## src/rtl/seq_div_32bits.sv

```systemverilog
`default_nettype none
// ============================================================================
// seq_div_32bits : restoring unsigned divider, one quotient bit per clock,
//                  valid/ready handshake on operands and on the result.
// Revision 1.0
// ============================================================================
module seq_div_32bits #(
  parameter int WIDTH = 32
) (
  input  logic             i_clk,
  input  logic             i_rst_n,
  input  logic             i_valid,
  output logic             o_ready,
  input  logic [WIDTH-1:0] i_dividend,
  input  logic [WIDTH-1:0] i_divisor,
  output logic             o_valid,
  input  logic             i_ready,
  output logic [WIDTH-1:0] o_quotient,
  output logic [WIDTH-1:0] o_remainder,
  output logic             o_div_by_zero
);

  localparam int                 CNT_W = $clog2(WIDTH);
  localparam logic [WIDTH+1:0]   ONE_W = {{(WIDTH+1){1'b0}}, 1'b1};
  localparam logic [CNT_W-1:0]   CNT_LOAD = CNT_W'(WIDTH - 1);
  localparam logic [CNT_W-1:0]   CNT_ONE  = {{(CNT_W-1){1'b0}}, 1'b1};

  typedef enum logic [1:0] {
    S_IDLE = 2'd0,
    S_CALC = 2'd1,
    S_DONE = 2'd2
  } state_t;

  state_t           state_q, state_d;
  logic [WIDTH-1:0] q_q, q_d;
  logic [WIDTH-1:0] d_q, d_d;
  logic [WIDTH:0]   r_q, r_d;
  logic [CNT_W-1:0] cnt_q, cnt_d;
  logic [WIDTH-1:0] quo_q, quo_d;
  logic [WIDTH-1:0] rem_q, rem_d;
  logic             dz_q, dz_d;

  logic [WIDTH:0]   r_shift;
  logic [WIDTH+1:0] trial;
  logic             no_borrow;
  logic             unused_r_msb;

  // The partial remainder always stays below the divisor, so its MSB is
  // only ever zero between iterations and is shifted out unread.
  assign unused_r_msb = r_q[WIDTH];

  always_comb begin
    r_shift   = {r_q[WIDTH-1:0], q_q[WIDTH-1]};
    trial     = {1'b0, r_shift} + {1'b0, ~{1'b0, d_q}} + ONE_W;
    no_borrow = trial[WIDTH+1];

    state_d = state_q;
    q_d     = q_q;
    d_d     = d_q;
    r_d     = r_q;
    cnt_d   = cnt_q;
    quo_d   = quo_q;
    rem_d   = rem_q;
    dz_d    = dz_q;

    case (state_q)
      S_IDLE: begin
        if (i_valid) begin
          d_d   = i_divisor;
          cnt_d = CNT_LOAD;
          if (i_divisor == '0) begin
            q_d     = '1;
            r_d     = {1'b0, i_dividend};
            quo_d   = '1;
            rem_d   = i_dividend;
            dz_d    = 1'b1;
            state_d = S_DONE;
          end else begin
            q_d     = i_dividend;
            r_d     = '0;
            state_d = S_CALC;
          end
        end
      end
      S_CALC: begin
        r_d   = no_borrow ? trial[WIDTH:0] : r_shift;
        q_d   = {q_q[WIDTH-2:0], no_borrow};
        cnt_d = cnt_q - CNT_ONE;
        if (cnt_q == '0) begin
          // Publish on the final iteration so DONE presents a settled result.
          quo_d   = q_d;
          rem_d   = r_d[WIDTH-1:0];
          dz_d    = 1'b0;
          state_d = S_DONE;
        end
      end
      S_DONE: begin
        if (i_ready) begin
          state_d = S_IDLE;
        end
      end
      default: state_d = S_IDLE;
    endcase
  end

  always_ff @(posedge i_clk or negedge i_rst_n) begin
    if (!i_rst_n) begin
      state_q <= S_IDLE;
      q_q     <= '0;
      d_q     <= '0;
      r_q     <= '0;
      cnt_q   <= '0;
      quo_q   <= '0;
      rem_q   <= '0;
      dz_q    <= 1'b0;
    end else begin
      state_q <= state_d;
      q_q     <= q_d;
      d_q     <= d_d;
      r_q     <= r_d;
      cnt_q   <= cnt_d;
      quo_q   <= quo_d;
      rem_q   <= rem_d;
      dz_q    <= dz_d;
    end
  end

  assign o_ready       = (state_q == S_IDLE);
  assign o_valid       = (state_q == S_DONE);
  assign o_quotient    = quo_q;
  assign o_remainder   = rem_q;
  assign o_div_by_zero = dz_q;

endmodule
`default_nettype wire
```

## config.mk

```make
export PLATFORM = sky130hd
export DESIGN_NAME = seq_div_32bits
export DESIGN_NICKNAME = d
export VERILOG_FILES = /design/src/rtl/seq_div_32bits.sv
export SDC_FILE = /design/constraint.sdc
export NUM_CORES = 1
export LEC_CHECK = 0
export CELL_PAD_IN_SITES_DETAIL_PLACEMENT = 2
export CELL_PAD_IN_SITES_GLOBAL_PLACEMENT = 2
export CORE_UTILIZATION = 25
export DETAILED_ROUTE_END_ITERATION = 6
export GPL_TIMING_DRIVEN = 1
export PLACE_DENSITY_LB_ADDON = 0.1
export SLEW_MARGIN = 0
export SYNTH_ARGS = -nofsm -noshare
export SYNTH_HDL_FRONTEND = slang
export SYNTH_SLANG_ARGS = --single-unit
export TNS_END_PERCENT = 100
```

## constraint.sdc

```tcl
create_clock -name i_clk -period 3.95 [get_ports i_clk]
set_input_delay 0.5925 -clock i_clk [delete_from_list [all_inputs] [get_ports i_clk]]
set_output_delay 0.5925 -clock i_clk [all_outputs]
set_load 0.02 [all_outputs]
```

==> impl_metrics.toml <==
[finish]
multi_input_area_mm2 = 0.00433
fillers = 3944
final_cells = 1633
final_util_pct = 32.9
fin_area_mm2 = 0.0114
seqCellArea_mm2 = 0.00420
syn_to_final_growth_pct = 28.5
nNetsFinal = 1269
antenna_cells = 0
layout-drive-gt1-share_pct = 6.03

[setup_path]
crit_chain = "ha_1, a21oi_1, o21ai_0, or3_1, o22a_4, a21o_1, buf_12, nor2_2, a22oi_1, a31oi_1"
rr_worst_depth = 10
cp_slowest_stage_delay_ns = 0.46
path_max_fanout = 25
cp-start-kind = "flop"
worstPathRequired_ns = 4.31
endpoint_kind = "flop"
arrival_ns = 3.68
cp_slowest_cell = "nor2_2"
crit_type = "reg -> reg"

[die]
io_pins = 135
coreArea_mm2 = 0.0348
fp.dieArea_mm2 = 0.0364
initial_utilization_pct = 25.6
dieHeight_um = 191
rows = 68
fp.dieW_um = 191

[timing]
holdWs_ns = 0.225
slew_viol_final = 0
rsz0062_at_grt = "false"
setup_tns_ns = 0
final-hold-violation-count = 0
min_period_ns = 3.32
clock.fmax_ghz = 0.301
max_slew.worst_pin.slew_ns = 0.836
maxSlewHeadroom_pct = 44.2
period_share_pct = 84.0
finalSetupViolCount = 0
finClkSkew_ns = 0.0130

[job]
max_cap_viol_count = 0

[worst_hold_path]
min_path_type = "in -> async"

[cts]
cts_max_path_buffers = 2
cts_resized = 0
hold_buffers = 0
insertion_delay_ns = 0.44
postCtsSetupRepairBufs = 0
clk_pin_slew_ns = 0.07
clock_sinks = 168
cts-root-buf = "clkbuf_16"
cts_buffers = 17
cts_tree = "done"
htreeDepth = 4

[detailed_routing]
vias_per_cell = 4.81
drt_iter0_markers = 396
routedWlPerCell_um = 20.0
first_pass_iters = 4
drcViolationCount = 0
drt-total-wl_mm = 32.6
ant_nets = 0
vias = 7851

[power_and_ir_drop]
peakVddDrop_uv = 354
power_density_mw_per_mm2 = 1110
power_leakage_nw = 4.75

[synth]
yosys_warnings = 0
synth_most_common_cell = "nor2_1"
yosysTopAreaCell = "dfrtp_1"
avgSynthCellArea_um2 = 8.51
synth_area_leaders = "dfrtp_1 (47%), nor2_1 (8.3%), a21oi_1 (6.6%)"
syn_nets = 1149
yosysSeqAreaShare_pct = 47.2
syn_area_mm2 = 0.00890
synth-seq-cells = 168
ys_types = 55
syn_inst = 1046
ys.flop_type = "dfrtp_1"
ys_async_sr_fraction_pct = 100
synth_top_area_share_pct = 47.2
synth_edf_count = 0
synth_commonest_cells = "nor2_1 (196), dfrtp_1 (168), nand2_1 (131)"

[global_route]
grt_pass1_vias = 8624
grt_max_degree = 78
grt_pass1_wl_mm = 51.9
grt.overflow.total = 0
antenna_found_initial = 1
grtUsageTotal_pct = 18.8

[placed_design]
dpl.hpwl_mm = 24.2
gp_congestion = 0.788
io_buffers = 134
dpl_cell_area_mm2 = 0.0108
dp_cells = 1602

[status]
status = "finished clean"
-- report_power, final --
group          leakage (nW)  switching [mW]  internal, mW
registers              1.87           0.564          2.58
clock network         0.301           0.759          1.12
logic                  2.58            4.59          3.03
total                  4.75            5.92          6.73
-- critical path: cells and delay by family (launching register included) --
kind / cells / cell delay (ns)
AO/OA/AOI/OAI: 6 / 1.44
adder cells (fa/ha/maj): 1 / 0.36
buffers and inverters: 1 / 0.17
flip-flops: 1 / 0.43
AND/OR/NAND/NOR: 2 / 0.83
-- routing by layer --
layer	track usage [%]	part of all wire (%)	vias up
met2	28.4	43	93
met1	27.9	53	3914
li1	-	-	3825
met4	4.43	0.96	2
met5	0	0.040	-
met3	2.80	2.6	17
-- cells in the final DEF, fill, tap and decap left out, types with 4 or more instances in the layout --
cell / Yosys / routed
a211oi_1: 14 / 14
a21o_1: 19 / 19
a21oi_1: 118 / 118
a22oi_1: 7 / 7
a31oi_1: 21 / 21
buf_12: 0 / 4
buf_4: 2 / 17
bufinv_16: 0 / 5
clkbuf_16: 0 / 17
clkdlybuf4s50_1: 0 / 133
dfrtp_1: 168 / 168
ha_1: 34 / 34
inv_1: 41 / 41
mux2i_1: 9 / 9
nand2_1: 131 / 130
nand2b_1: 7 / 5
nand3_1: 8 / 8
nor2_1: 196 / 195
nor3_1: 35 / 34
nor4_1: 9 / 9
o211ai_1: 7 / 7
o21a_1: 5 / 5
o21ai_0: 63 / 63
o21ai_1: 14 / 13
o21bai_1: 4 / 4
o22a_1: 4 / 4
or3_1: 5 / 5
xnor2_1: 20 / 20
xor2_1: 10 / 10
-- final timing paths --
check	endpoint	slack, ns	start
max	o_remainder[23]	0.63	r_q[7]
min	o_quotient[4]	0.23	i_rst_n
max reg2reg	o_remainder[23]	0.63	r_q[7]
min reg2reg	o_remainder[4]	0.49	o_remainder[4]
max in group asynchronous	d_q[11]	2.78	i_rst_n
min in group i_clk	o_remainder[4]	0.49	o_remainder[4]
-- final cells by class --
class | count | area share, %
sequential | 168 | 36.7
clock buffer | 20 | 3.82
inverter | 41 | 1.35
clock inverter | 11 | 1.72
tap | 455 | 4.98
multi-input combinational | 783 | 37.8
timing repair buffer | 155 | 13.5
-- sequential cells by signal (all words and copies together) (netlist names) --
register,count
r_q,32
d_q,32
o_div_by_zero,1
q_q,32
cnt_q,5
o_remainder,32
state_q,2
o_quotient,32
-- logic make-up (layout without fill, tap and decap cells) --
group | after synthesis | after routing | synth area share, %
xor+xnor | 30 | 30 | 2.95
compound gates | 296 | 296 | 19.8
buf+inv | 95 | 227 | 4.48
mux | 11 | 11 | 1.35
flops | 168 | 168 | 47.2
simple gates | 411 | 411 | 19.2
fa+ha+maj | 35 | 35 | 5.00
-- metrics by stage --
step | setup WS, ns | total power [mW]
after detailed placement | 0.429 | 10.8
after floorplan | 1.35 | 8.17
after global placement | 0.514 | 10.7
after global routing | 0.402 | 13.8
final | 0.631 | 12.7
after CTS | 0.599 | 12.8
No activity file was read; power rests on OpenSTA's default activity.
